File: src/rtl/ifu_pkg.sv
// ============================================================================
// Module   : ifu_pkg
// Brief    : Shared widths, FSM encoding and FIFO entry layout for the
//            instruction fetch unit.
// Revision : 1.0 - initial release
// ============================================================================
`default_nettype none

package ifu_pkg;

    localparam int XLEN       = 32;
    localparam int INST_BYTES = 4;

    typedef enum logic [0:0] {
        IFU_RUN   = 1'b0,
        IFU_FLUSH = 1'b1
    } ifu_state_e;

    typedef struct packed {
        logic [XLEN-1:0] pc;
        logic [XLEN-1:0] inst;
    } fetch_entry_t;

endpackage

`default_nettype wire

File: src/rtl/ifu_fifo.sv
// ============================================================================
// Module   : ifu_fifo
// Brief    : Generic registered synchronous FIFO with a single-cycle flush.
// Revision : 1.0 - initial release
// ============================================================================
`default_nettype none

module ifu_fifo #(
    parameter int WIDTH = 32,
    parameter int DEPTH = 2
) (
    input  logic                     clk,
    input  logic                     rst,
    input  logic                     flush,
    input  logic                     push,
    input  logic [WIDTH-1:0]         push_data,
    input  logic                     pop,
    output logic [WIDTH-1:0]         head,
    output logic [$clog2(DEPTH):0]   count
);

    localparam int c_aw = $clog2(DEPTH);
    localparam int c_cw = c_aw + 1;

    logic [WIDTH-1:0] r_mem [DEPTH];
    logic [c_aw-1:0]  r_wr_ptr;
    logic [c_aw-1:0]  r_rd_ptr;
    logic [c_cw-1:0]  r_count;
    logic             w_push;
    logic             w_pop;

    assign w_pop  = pop && (r_count != '0);
    // A full FIFO may still accept a push when the head leaves in the same cycle.
    assign w_push = push && ((r_count != c_cw'(DEPTH)) || w_pop);

    always_ff @(posedge clk or negedge rst) begin
        if (!rst) begin
            for (int i = 0; i < DEPTH; i++) begin
                r_mem[i] <= '0;
            end
        end else if (w_push && !flush) begin
            r_mem[r_wr_ptr] <= push_data;
        end
    end

    always_ff @(posedge clk or negedge rst) begin
        if (!rst) begin
            r_wr_ptr <= '0;
            r_rd_ptr <= '0;
            r_count  <= '0;
        end else if (flush) begin
            r_wr_ptr <= '0;
            r_rd_ptr <= '0;
            r_count  <= '0;
        end else begin
            if (w_push) r_wr_ptr <= r_wr_ptr + c_aw'(1);
            if (w_pop)  r_rd_ptr <= r_rd_ptr + c_aw'(1);
            r_count <= r_count + c_cw'(w_push) - c_cw'(w_pop);
        end
    end

    assign head  = r_mem[r_rd_ptr];
    assign count = r_count;

endmodule

`default_nettype wire

File: src/rtl/ifu_fetch.sv
// ============================================================================
// Module   : ifu_fetch
// Brief    : Instruction fetch unit: owns the fetch PC, issues credit-limited
//            word reads, buffers responses and flushes on redirect.
// Options  : IFU_PERF_EN adds perf_fetched / perf_flushed counters.
// Revision : 1.0 - initial release
// ============================================================================
`default_nettype none

module ifu_fetch
    import ifu_pkg::*;
#(
    parameter logic [XLEN-1:0] RESET_PC = 32'h8000_0000,
    parameter int              DEPTH    = 2
) (
    input  logic            clk,
    input  logic            rst,
    input  logic            redirect_valid,
    input  logic [XLEN-1:0] redirect_pc,
    output logic            mem_req_valid,
    output logic [XLEN-1:0] mem_req_addr,
    input  logic            mem_req_ready,
    input  logic            mem_rsp_valid,
    input  logic [XLEN-1:0] mem_rsp_data,
    output logic            inst_valid,
    output logic [XLEN-1:0] inst,
    output logic [XLEN-1:0] inst_pc,
    input  logic            inst_ready
`ifdef IFU_PERF_EN
    ,
    output logic [31:0]     perf_fetched,
    output logic [31:0]     perf_flushed
`endif
);

    localparam int c_cw = $clog2(DEPTH) + 1;

    ifu_state_e      r_state;
    ifu_state_e      w_state_next;
    logic [XLEN-1:0] r_fetch_pc;
    logic [c_cw-1:0] r_stale;
    logic [c_cw-1:0] w_stale_next;
    logic [c_cw-1:0] w_outstanding;
    logic [c_cw-1:0] w_count;
    logic            w_credit;
    logic            w_req_fire;
    logic            w_rsp_accept;
    logic            w_pop;
    logic [XLEN-1:0] w_pcq_head;
    fetch_entry_t    w_push_entry;
    fetch_entry_t    w_head_entry;

    assign w_credit     = ((c_cw+1)'(w_count) + (c_cw+1)'(w_outstanding)) < (c_cw+1)'(DEPTH);
    assign w_req_fire   = mem_req_valid && mem_req_ready;
    assign w_rsp_accept = mem_rsp_valid && (r_state == IFU_RUN) && !redirect_valid;
    assign w_pop        = inst_valid && inst_ready && !redirect_valid;

    // In FLUSH nothing is outstanding and in RUN nothing is stale, so the sum
    // is always the number of responses still owed by memory.
    always_comb begin
        w_stale_next = r_stale;
        if (redirect_valid) begin
            w_stale_next = w_outstanding + r_stale - c_cw'(mem_rsp_valid);
        end else if ((r_state == IFU_FLUSH) && mem_rsp_valid) begin
            w_stale_next = r_stale - c_cw'(1);
        end
    end

    always_ff @(posedge clk or negedge rst) begin
        if (!rst) r_state <= IFU_RUN;
        else      r_state <= w_state_next;
    end

    always_comb begin
        w_state_next = r_state;
        if (redirect_valid) begin
            w_state_next = (w_stale_next != '0) ? IFU_FLUSH : IFU_RUN;
        end else if ((r_state == IFU_FLUSH) && (w_stale_next == '0)) begin
            w_state_next = IFU_RUN;
        end
    end

    // rst gates the request so nothing is offered while the block is held in reset.
    always_comb begin
        mem_req_valid = rst && (r_state == IFU_RUN) && w_credit && !redirect_valid;
        mem_req_addr  = r_fetch_pc;
    end

    always_ff @(posedge clk or negedge rst) begin
        if (!rst) begin
            r_fetch_pc <= RESET_PC;
            r_stale    <= '0;
        end else begin
            r_stale <= w_stale_next;
            if (redirect_valid)  r_fetch_pc <= {redirect_pc[XLEN-1:2], 2'b00};
            else if (w_req_fire) r_fetch_pc <= r_fetch_pc + XLEN'(INST_BYTES);
        end
    end

    ifu_fifo #(.WIDTH(XLEN), .DEPTH(DEPTH)) u_pc_queue (
        .clk       (clk),
        .rst       (rst),
        .flush     (redirect_valid),
        .push      (w_req_fire),
        .push_data (r_fetch_pc),
        .pop       (w_rsp_accept),
        .head      (w_pcq_head),
        .count     (w_outstanding)
    );

    assign w_push_entry = '{pc: w_pcq_head, inst: mem_rsp_data};

    ifu_fifo #(.WIDTH($bits(fetch_entry_t)), .DEPTH(DEPTH)) u_data_queue (
        .clk       (clk),
        .rst       (rst),
        .flush     (redirect_valid),
        .push      (w_rsp_accept),
        .push_data (w_push_entry),
        .pop       (w_pop),
        .head      (w_head_entry),
        .count     (w_count)
    );

    assign inst_valid = (w_count != '0);
    assign inst       = w_head_entry.inst;
    assign inst_pc    = w_head_entry.pc;

`ifdef IFU_PERF_EN
    logic [31:0] r_perf_fetched;
    logic [31:0] r_perf_flushed;
    logic        w_rsp_drop;

    assign w_rsp_drop = mem_rsp_valid && (redirect_valid || (r_state == IFU_FLUSH));

    always_ff @(posedge clk or negedge rst) begin
        if (!rst) begin
            r_perf_fetched <= '0;
            r_perf_flushed <= '0;
        end else begin
            if (w_pop) r_perf_fetched <= r_perf_fetched + 32'd1;
            r_perf_flushed <= r_perf_flushed
                            + (redirect_valid ? 32'(w_count) : 32'd0)
                            + 32'(w_rsp_drop);
        end
    end

    assign perf_fetched = r_perf_fetched;
    assign perf_flushed = r_perf_flushed;
`endif

endmodule

`default_nettype wire

File: config.mk
export PLATFORM = sky130hd
export DESIGN_NAME = ifu_fetch
export DESIGN_NICKNAME = d
export VERILOG_FILES = /design/src/rtl/ifu_pkg.sv /design/src/rtl/ifu_fifo.sv /design/src/rtl/ifu_fetch.sv
export SDC_FILE = /design/constraint.sdc
export NUM_CORES = 1
export LEC_CHECK = 0
export ABC_CLOCK_PERIOD_IN_PS = 3800
export CORE_ASPECT_RATIO = 0.5
export CORE_MARGIN = 3
export CORE_UTILIZATION = 44
export DETAILED_ROUTE_END_ITERATION = 8
export PLACE_DENSITY_LB_ADDON = 0.05
export SLEW_MARGIN = 15
export SYNTH_ARGS = -nofsm -noshare
export SYNTH_HDL_FRONTEND = slang
export SYNTH_SLANG_ARGS = --single-unit
File: constraint.sdc
create_clock -name clk -period 3.8 [get_ports clk]
set_input_delay 0.76 -clock clk [delete_from_list [all_inputs] [get_ports clk]]
set_output_delay 0.76 -clock clk [all_outputs]
set_load 0.01 [all_outputs]
# Word level (Yosys, flattened, before mapping)
# Cells that the tools add are included.
[totals]
register_bits = 235
in_bits = 70
elab_cells = 100
[classes]
addsub = 13
order_cmp = 7
eq_ne = 2
muxes = 29
bitwise_logic = 5
reduce_logical = 31
[ops]
columns = ["operator", "count"]
rows = [
  ["2-to-1 mux 64 bit", 4],
  ["2-to-1 mux 32 bit", 6],
  ["bitwise mux 128 bit", 1],
  ["bitwise mux 64 bit", 1],
  ["demux 64 bit (select 1 bit)", 1],
  ["adder 32 x 3 -> 32 bit (second input constant)", 1],
  ["demux 32 bit (select 1 bit)", 1],
  ["logical AND 1 bit", 18],
  ["nonzero test 2 bit", 9],
  ["2-to-1 mux 1 bit", 11],
  ["greater-or-equal comparator 2 bit (second input constant)", 4],
  ["2-to-1 mux 2 bit", 4],
  ["NOT 1 -> 2 bit", 4],
  ["subtractor 2 x 1 -> 2 bit", 3],
  ["adder 1 bit (second input constant)", 4],
  ["adder 2 x 1 -> 2 bit", 2],
  ["< comparator 2 x 1 -> 1 bit (second input constant)", 2],
  ["inequality test 2 bit (second input constant)", 2],
  ["adder 2 x 2 -> 3 bit", 1],
  ["< comparator 3 x 2 -> 1 bit (second input constant)", 1],
  ["adder 2 bit", 1],
  ["zero test 2 bit", 1],
  ["logical OR 1 bit", 2],
  ["subtractor 2 x 1 -> 2 bit (second input constant)", 1],
  ["2 further kinds", 2],
]

# Depth between registers and ports, before layout
# Gate-level depths: netlist of run 1.
[logic_depth]
ltp_word = 9
mapped_depth = 9
mapped_depth_nobuf = 9

# Modules after synthesis
# From an unflattened synthesis of run 1, not the netlist that was laid out.
[hier_totals]
cells_unflattened = 803
area_unflattened_um2 = 11169.5
[modules_own_cells]
columns = ["module", "n_inst", "cells_per_inst", "area_per_inst_um2", "seq_area_each_um2"]
rows = [
  ["ifu_fifo at u_data_queue", 1, 363, 5969.5, 3303.2],
  ["ifu_fifo at u_pc_queue", 1, 193, 3096.7, 1701.6],
  ["ifu_fetch", 1, 247, 2103.3, 827.0],
]

# Least setup slack after synthesis of run 1
# OpenSTA, ideal clock, no wires.
[synth_timing]
kind = "reg2reg"
from = "register u_pc_queue.r_count[0] (netlist: u_pc_queue.count[0])"
to = "register r_fetch_pc[30] (netlist: mem_req_addr[30])"
setup_ps = 132
arrival_time_ps = 2613
path_slack_ps = 1055
stages_incl_launch_ff = 10
period_less_slack_ps = 2745
path_cell_list = "dfrtp_1 inv_1 nor2_1 fa_1 or4b_1 buf_2 or4_4 nor4_2 xnor2_1 o21ai_1"
[synth_via]
elab_chain_len = 6
[synth_lines]
columns = ["element", "line_no", "text"]
rows = [
  ["start: declaration", "ifu_fifo.sv:28", "logic [c_cw-1:0] r_count;"],
  ["start signal: assignment", "ifu_fifo.sv:58", "r_count <= r_count + c_cw'(w_push) - c_cw'(w_pop);"],
  ["adder 2 x 2 -> 3 bit", "ifu_fetch.sv:53", "assign w_credit = ((c_cw+1)'(w_count) + (c_cw+1)'(w_outstanding)) < (c_cw+1)'(DEPTH);"],
  ["< comparator 3 x 2 -> 1 bit", "ifu_fetch.sv:53", ""],
  ["logical AND 1 bit (2 in series)", "ifu_fetch.sv:85", "mem_req_valid = rst && (r_state == IFU_RUN) && w_credit && !redirect_valid;"],
  ["logical AND 1 bit", "ifu_fetch.sv:54", "assign w_req_fire = mem_req_valid && mem_req_ready;"],
  ["nonzero test 2 bit (no line)", "--", ""],
  ["end signal: assignment", "ifu_fetch.sv:95", "if (redirect_valid) r_fetch_pc <= {redirect_pc[XLEN-1:2], 2'b00};"],
  ["end signal: assignment", "ifu_fetch.sv:96", "else if (w_req_fire) r_fetch_pc <= r_fetch_pc + XLEN'(INST_BYTES);"],
  ["end: declaration", "ifu_fetch.sv:40", "logic [XLEN-1:0] r_fetch_pc;"],
]
# No other way between the ends.
# A chain may end at the register's enable or synchronous reset.

# Worst setup path in the final report of run 1
[layout_timing]
from = "register u_pc_queue.r_count[0] (netlist: u_pc_queue.count[0])"
to = "output port mem_req_valid"
[layout_via]
elab_chain_len = 4
[layout_lines]
columns = ["element", "line_no", "text"]
rows = [
  ["adder 2 x 2 -> 3 bit", "ifu_fetch.sv:53", ""],
  ["< comparator 3 x 2 -> 1 bit", "ifu_fetch.sv:53", ""],
  ["logical AND 1 bit (2 in series)", "ifu_fetch.sv:85", ""],
  ["end: declaration", "ifu_fetch.sv:20", "output logic mem_req_valid,"],
]
# No other way between the ends.

==> results of run 1 <==
==> power by group <==
group          switching (W)  internal (W)  total (W)
clock network       0.000903       0.00115    0.00205
registers           0.000508       0.00327    0.00378
logic                0.00125       0.00185    0.00310
==> area by class of cell <==
cell class,instances,area [µm²]
Multi-Input combinational cell,556,4300
Clock inverter,7,62.6
Timing Repair Buffer,180,1790
Tap cell,300,375
Clock buffer,30,589
Inverter,9,33.8
Fill cell,1905,9370
Sequential cell,225,5630
==> per-stage QoR <==
stage | std cells | setup WS (ns) | hold WS (ns) | util, % | cell area (µm²)
after detailed placement | 1270 | 0.572 | 0.492 | 54.8 | 12100
after floorplan | 843 | 1.06 | 0.464 | - | 10200
after global routing | 1307 | 0.112 | 0.489 | 57.7 | 12800
final | 1307 | 0.240 | 0.412 | 57.7 | 12800
after CTS | 1307 | 0.0963 | 0.463 | 57.7 | 12800
after global placement | 1270 | 0.574 | 0.483 | 54.8 | 12100
==> worst paths after layout <==
kind	start	to	slack, ns	depth (start not counted)
max	u_pc_queue.count[0]	mem_req_valid	0.24	6
min	rst	u_data_queue.r_mem[93]	0.41	2
max reg2reg	u_pc_queue.count[0]	u_pc_queue.r_mem[18]	0.84	10
min reg2reg	u_data_queue.r_mem[78]	u_data_queue.r_mem[78]	0.50	1
max in group asynchronous	rst	u_data_queue.r_rd_ptr	2.60	2
min in group clk	u_data_queue.r_mem[78]	u_data_queue.r_mem[78]	0.50	1
==> timing repair <==
item | in CTS | in global routing
setup endpoints to repair | 0 | 1
gates resized for setup | 0 | 1
buffers inserted | 0 | 0
==> synth_stat cells (2+ instances only) <==
library cell  instances
mux2_2              187
a21oi_1              62
nor4_1                5
dfrtp_1             224
xor2_1               15
inv_1                 9
nor2b_1               4
xnor2_1              19
nor3_1               11
clkbuf_1             29
nor3b_1               3
buf_2                 9
nor4_2                2
nand3_1              15
or4_1                 3
nor2_1               80
nand4_1              11
o211ai_1              2
ha_1                  7
o21ai_0              24
a31oi_1               3
buf_4                 4
and2_1                4
buf_1                11
mux2i_1              32
a311oi_1              2
o31a_1                2
nand2_1              40
and4_1                2
and3_1                4
==> per-layer routing <==
layer,up-vias,part of all wire (%)
li1,3254,-
met3,33,4.2
met5,-,0
met1,3472,49
met2,123,45
met4,0,1.8
==> critical path, delay by kind of cell (launching register included) <==
kind | cells | cell delay (ns)
adder cells (fa/ha/maj) | 1 | 0.46
buffers and inverters | 2 | 0.67
flip-flops | 1 | 0.39
AND/OR/NAND/NOR | 3 | 0.78
==> sequential cells by signal, summed over array words and instances (netlist names), 2 cells and up <==
register and flops:
u_data_queue.r_mem 124, u_pc_queue.r_mem 60, mem_req_addr 30, r_stale 2, u_data_queue.count 2, u_pc_queue.count 2
==> cell families after synthesis <==
kind of cell / Yosys count / share of synthesized area, %
DFF: 225 / 55.4
muxes: 219 / 23.9
and+or+nand+nor: 191 / 8.85
AOI/OAI and AO/OA: 100 / 5.27
buffers and inverters: 62 / 2.55
xor gates and xnor gates: 34 / 2.93
adders and majority gates: 8 / 1.06
other: 1 / 0.0369
==> impl_metrics.tcl, run 1 <==
set metrics [dict create \
    final_cell_mix "dfrtp_1, mux2_2, clkdlybuf4s50_1" \
    cp.required_ns 3.04 \
    first_pass_iters 4 \
    grt_max_degree 149 \
    crit_chain "inv_1, nor2_1, fa_1, or4b_4, nor2_1, clkdlybuf4s50_1" \
    syn_area_mm2 0.0102 \
    peakVddDrop_mv 0.313 \
    die-area_mm2 0.0251 \
    crit_slowest_cell "or4b_4" \
    port_buffers 161 \
    setup_viol 0 \
    p_leak_nw 5.37 \
    grt_antenna_before_repair 0 \
    globalRouteMet2Util_pct 31.2 \
    post-route-min-period_ns 3.56 \
    insertion_delay_ns 0.50 \
    wl_per_cell_um 18.6 \
    cp_max_fo 5 \
    io_pins 168 \
    diodes 0 \
    root_buffer "clkbuf_16" \
    busiest_layer "met2" \
    crit_arrival_ns 2.80 \
    grt_pass1_wl_um 39700 \
    min_period_over_period_pct 93.7 \
    powerDensity_mw_per_mm2 699 \
    yosysTopAreaCellShare_pct 55.2 \
    fin_total_pwr_w 0.00893 \
    core_area_mm2 0.0222 \
    tightest_slew_ns 1.06 \
    synth-seq-area-share_pct 55.4 \
    slew_headroom_pct 29.1 \
    drt_iter0_drc 334 \
    fin_nets 1071 \
    async_flop_share_pct 100 \
    rsz0062_at_grt "false" \
    critPathMaxStageDelay_ns 0.59 \
    finClkSkew_ns 0.00537 \
    hold_buffers 0 \
    syn_area_per_cell_um2 12.1 \
    met1_usage_pct 28.5 \
    synth-edff-count 0 \
    max_freq_ghz 0.281 \
    numClockSinks 225 \
    yosysTopAreaCell "dfrtp_1" \
    syn_to_final_growth_pct 25.8 \
    slew_viol_final 0 \
    yosys_warnings 0 \
    first_global_vias 7190 \
    timing.setup.tns_ns 0 \
    wl_um 24400 \
    dp_hpwl_um 16400 \
    antenna_left 0 \
    hold_class "input pin to asynchronous set/reset pin" \
    critPathLaunchType "register" \
    rows 38 \
    final_common_cell "dfrtp_1" \
    htree_num_levels 1 \
    cts_buffer_depth 3 \
    synth.ff_latch_count 225 \
    end_kind "output pin" \
    synth_area_leaders "dfrtp_1, mux2_2, mux2i_1, a21oi_1, nor2_1" \
    grt_usage_pct 19.7 \
    clk_pin_slew_ns 0.07 \
    grt_remaining_overflow 0 \
    via_count 6882 \
    max_cap_violations 0 \
    drive_gt1_share_pct 24.8 \
    fp.dieH_um 113 \
    synthFlopType "dfrtp_1" \
    tritoncts.num_buffers 21 \
    gr-usage-met3_pct 4.09 \
    fp.dieW_um 221 \
    vias_per_cell 5.27 \
    cpMostUsedCell "nor2_1" \
    synth_cells 840 \
    start_util_pct 45.9 \
    status "completed" \
    critical_path_class "register to output pin" \
    gp_congestion 0.800 \
    ys_types 45 \
    cts_tree "done" \
    route.detailed.drc 0 \
    hold_violations 0 \
]
Note: power is estimated with default switching activity, not from simulation.
==> inputs of run 2 (changes only) <==
ABC_CLOCK_PERIOD_IN_PS = 3300   (was 3800)
clock period = 3.3 ns   (was 3.8 ns; I/O delays follow)
==> impl_metrics.tcl, run 2 (synthesized netlist as in run 1, its figures left out) <==
set metrics [dict create \
    status "completed" \
    fp.dieW_um 221 \
    cpMostUsedCell "nor2_1" \
    crit_slowest_cell "or4b_4" \
    finClkSkew_ns 0.0115 \
    start_util_pct 45.9 \
    r2r_slack_ns 0.42 \
    fin_nets 1071 \
    drt_iter0_drc 393 \
    syn_to_final_growth_pct 26.8 \
    critPathLaunchType "register" \
    route.detailed.drc 0 \
    rr_startpoint "u_data_queue.count[0]" \
    min_period_over_period_pct 95.2 \
    fp.dieH_um 113 \
    wl_per_cell_um 18.3 \
    crit_chain "inv_1, nor2_1, fa_1, or4b_4, nor2_1, dlygate4sd2_1" \
    insertion_delay_ns 0.50 \
    tritoncts.num_buffers 21 \
    final_common_cell "dfrtp_1" \
    peakVddDrop_mv 0.370 \
    p_leak_nw 5.42 \
    antenna_left 0 \
    vias_per_cell 5.20 \
    final.fill_count 1881 \
    reg2reg_depth 8 \
    crit_arrival_ns 2.48 \
    powerDensity_mw_per_mm2 802 \
    rows 38 \
    grt_usage_pct 19.4 \
    critPathMaxStageDelay_ns 0.59 \
    post_cts_buffers 0 \
    grt_remaining_overflow 0 \
    slew_viol_final 0 \
    first_global_vias 7081 \
    cp_max_fo 5 \
    max_cap_violations 0 \
    drive_gt1_share_pct 25.1 \
    critical_path_class "register to output pin" \
    post-route-min-period_ns 3.14 \
    core_area_mm2 0.0222 \
    final_area_mm2 0.0129 \
    clk_pin_slew_ns 0.06 \
    hold_class "input pin to asynchronous set/reset pin" \
    port_buffers 161 \
    timing.setup.tns_ns 0 \
    grt_antenna_before_repair 0 \
    numClockSinks 225 \
    final_cell_mix "dfrtp_1, mux2_2, clkdlybuf4s50_1" \
    tightest_slew_ns 1.04 \
    critPathTopFamily "simple AND/OR/NAND/NOR gates" \
    htree_num_levels 1 \
    rsz0062_at_grt "false" \
    crit_buf_inv 2 \
    cts_tree "done" \
    r2r_end "mem_req_addr[30]" \
    fin_total_pwr_w 0.0103 \
    setup_viol 0 \
    cts_buffer_depth 3 \
    die-area_mm2 0.0251 \
    gp_congestion 0.809 \
    io_pins 168 \
    seq_area_mm2 0.00563 \
    diodes 0 \
    largest_reg_flops 124 \
    regMostFlops "u_data_queue.r_mem" \
    dp_hpwl_um 16000 \
    grt_pass1_wl_um 39300 \
    via_count 6799 \
    wl_um 23900 \
    critPathLaunch "u_data_queue.count[0]" \
    hold_violations 0 \
    cp.required_ns 2.64 \
    root_buffer "clkbuf_16" \
    placed_cell_area_mm2 0.0122 \
    multiInputGateArea_mm2 0.00430 \
    first_pass_iters 4 \
    slew_headroom_pct 30.6 \
    grt_max_degree 150 \
    hold_buffers 0 \
    max_freq_ghz 0.318 \
    end_kind "output pin" \
]
[run 2: cell count changes in the layout (fill, tap and decap cells not counted), sizes merged]
cell,change
clkinvlp,-1
clkinv,+1
clkdlybuf4s50,-1
dlygate4sd2,+1
[run 2: cell type report]
class / instances / share of cell area [%]
Sequential cell: 225 / 43.7
Inverter: 9 / 0.262
Timing Repair Buffer: 180 / 14.4
Clock inverter: 7 / 0.553
Multi-Input combinational cell: 556 / 33.4
Clock buffer: 30 / 4.81
Tap cell: 300 / 2.91
[run 2: how the worst max path moves through the flow]
stage / cells after the start / slack [ns] / to
finish: 6 / 0.16 / mem_req_valid
floorplan: 9 / 0.56 / mem_req_addr[30]
detailed placement: 6 / 0.31 / mem_req_valid
CTS: 6 / 0.13 / mem_req_valid
global placement: 6 / 0.29 / mem_req_valid
global route: 6 / 0.002 / mem_req_valid
[run 2: per-stage QoR]
step	hold WS (ns)	utilization (%)	instances	worst slack (ns)
2_1_floorplan	0.364	-	843	0.555
4_1_cts	0.358	58.2	1307	0.127
3_3_place_gp	0.483	55.0	1270	0.294
6_report	0.330	58.2	1307	0.159
5_1_grt	0.394	58.2	1307	0.00167
3_5_place_dp	0.491	55.0	1270	0.310
[run 2: report_power, final]
part	internal (W)	switching, W
combinational	0.00213	0.00144
sequential	0.00377	0.000570
clock	0.00139	0.00103
total	0.00729	0.00304
[run 2: layer usage]
layer	vias to the layer above	global-route usage (%)	wire length [µm]
li1	3268	-	-
met1	3389	29.1	12000
met2	119	30.7	10800
met3	23	3.11	726
met4	0	3.00	287
met5	-	0	0
[run 2: repair_timing]
item	4_1_cts	5_1_grt
hold endpoints to repair	0	0
endpoints found under the setup margin	1	0
gates resized for setup	2	0
==> inputs of run 3 (changes only) <==
HOLD_SLACK_MARGIN = 0.05   (was default)
==> results of run 3 <==
The final DEF is identical to that of run 2; final timing and power are the same.
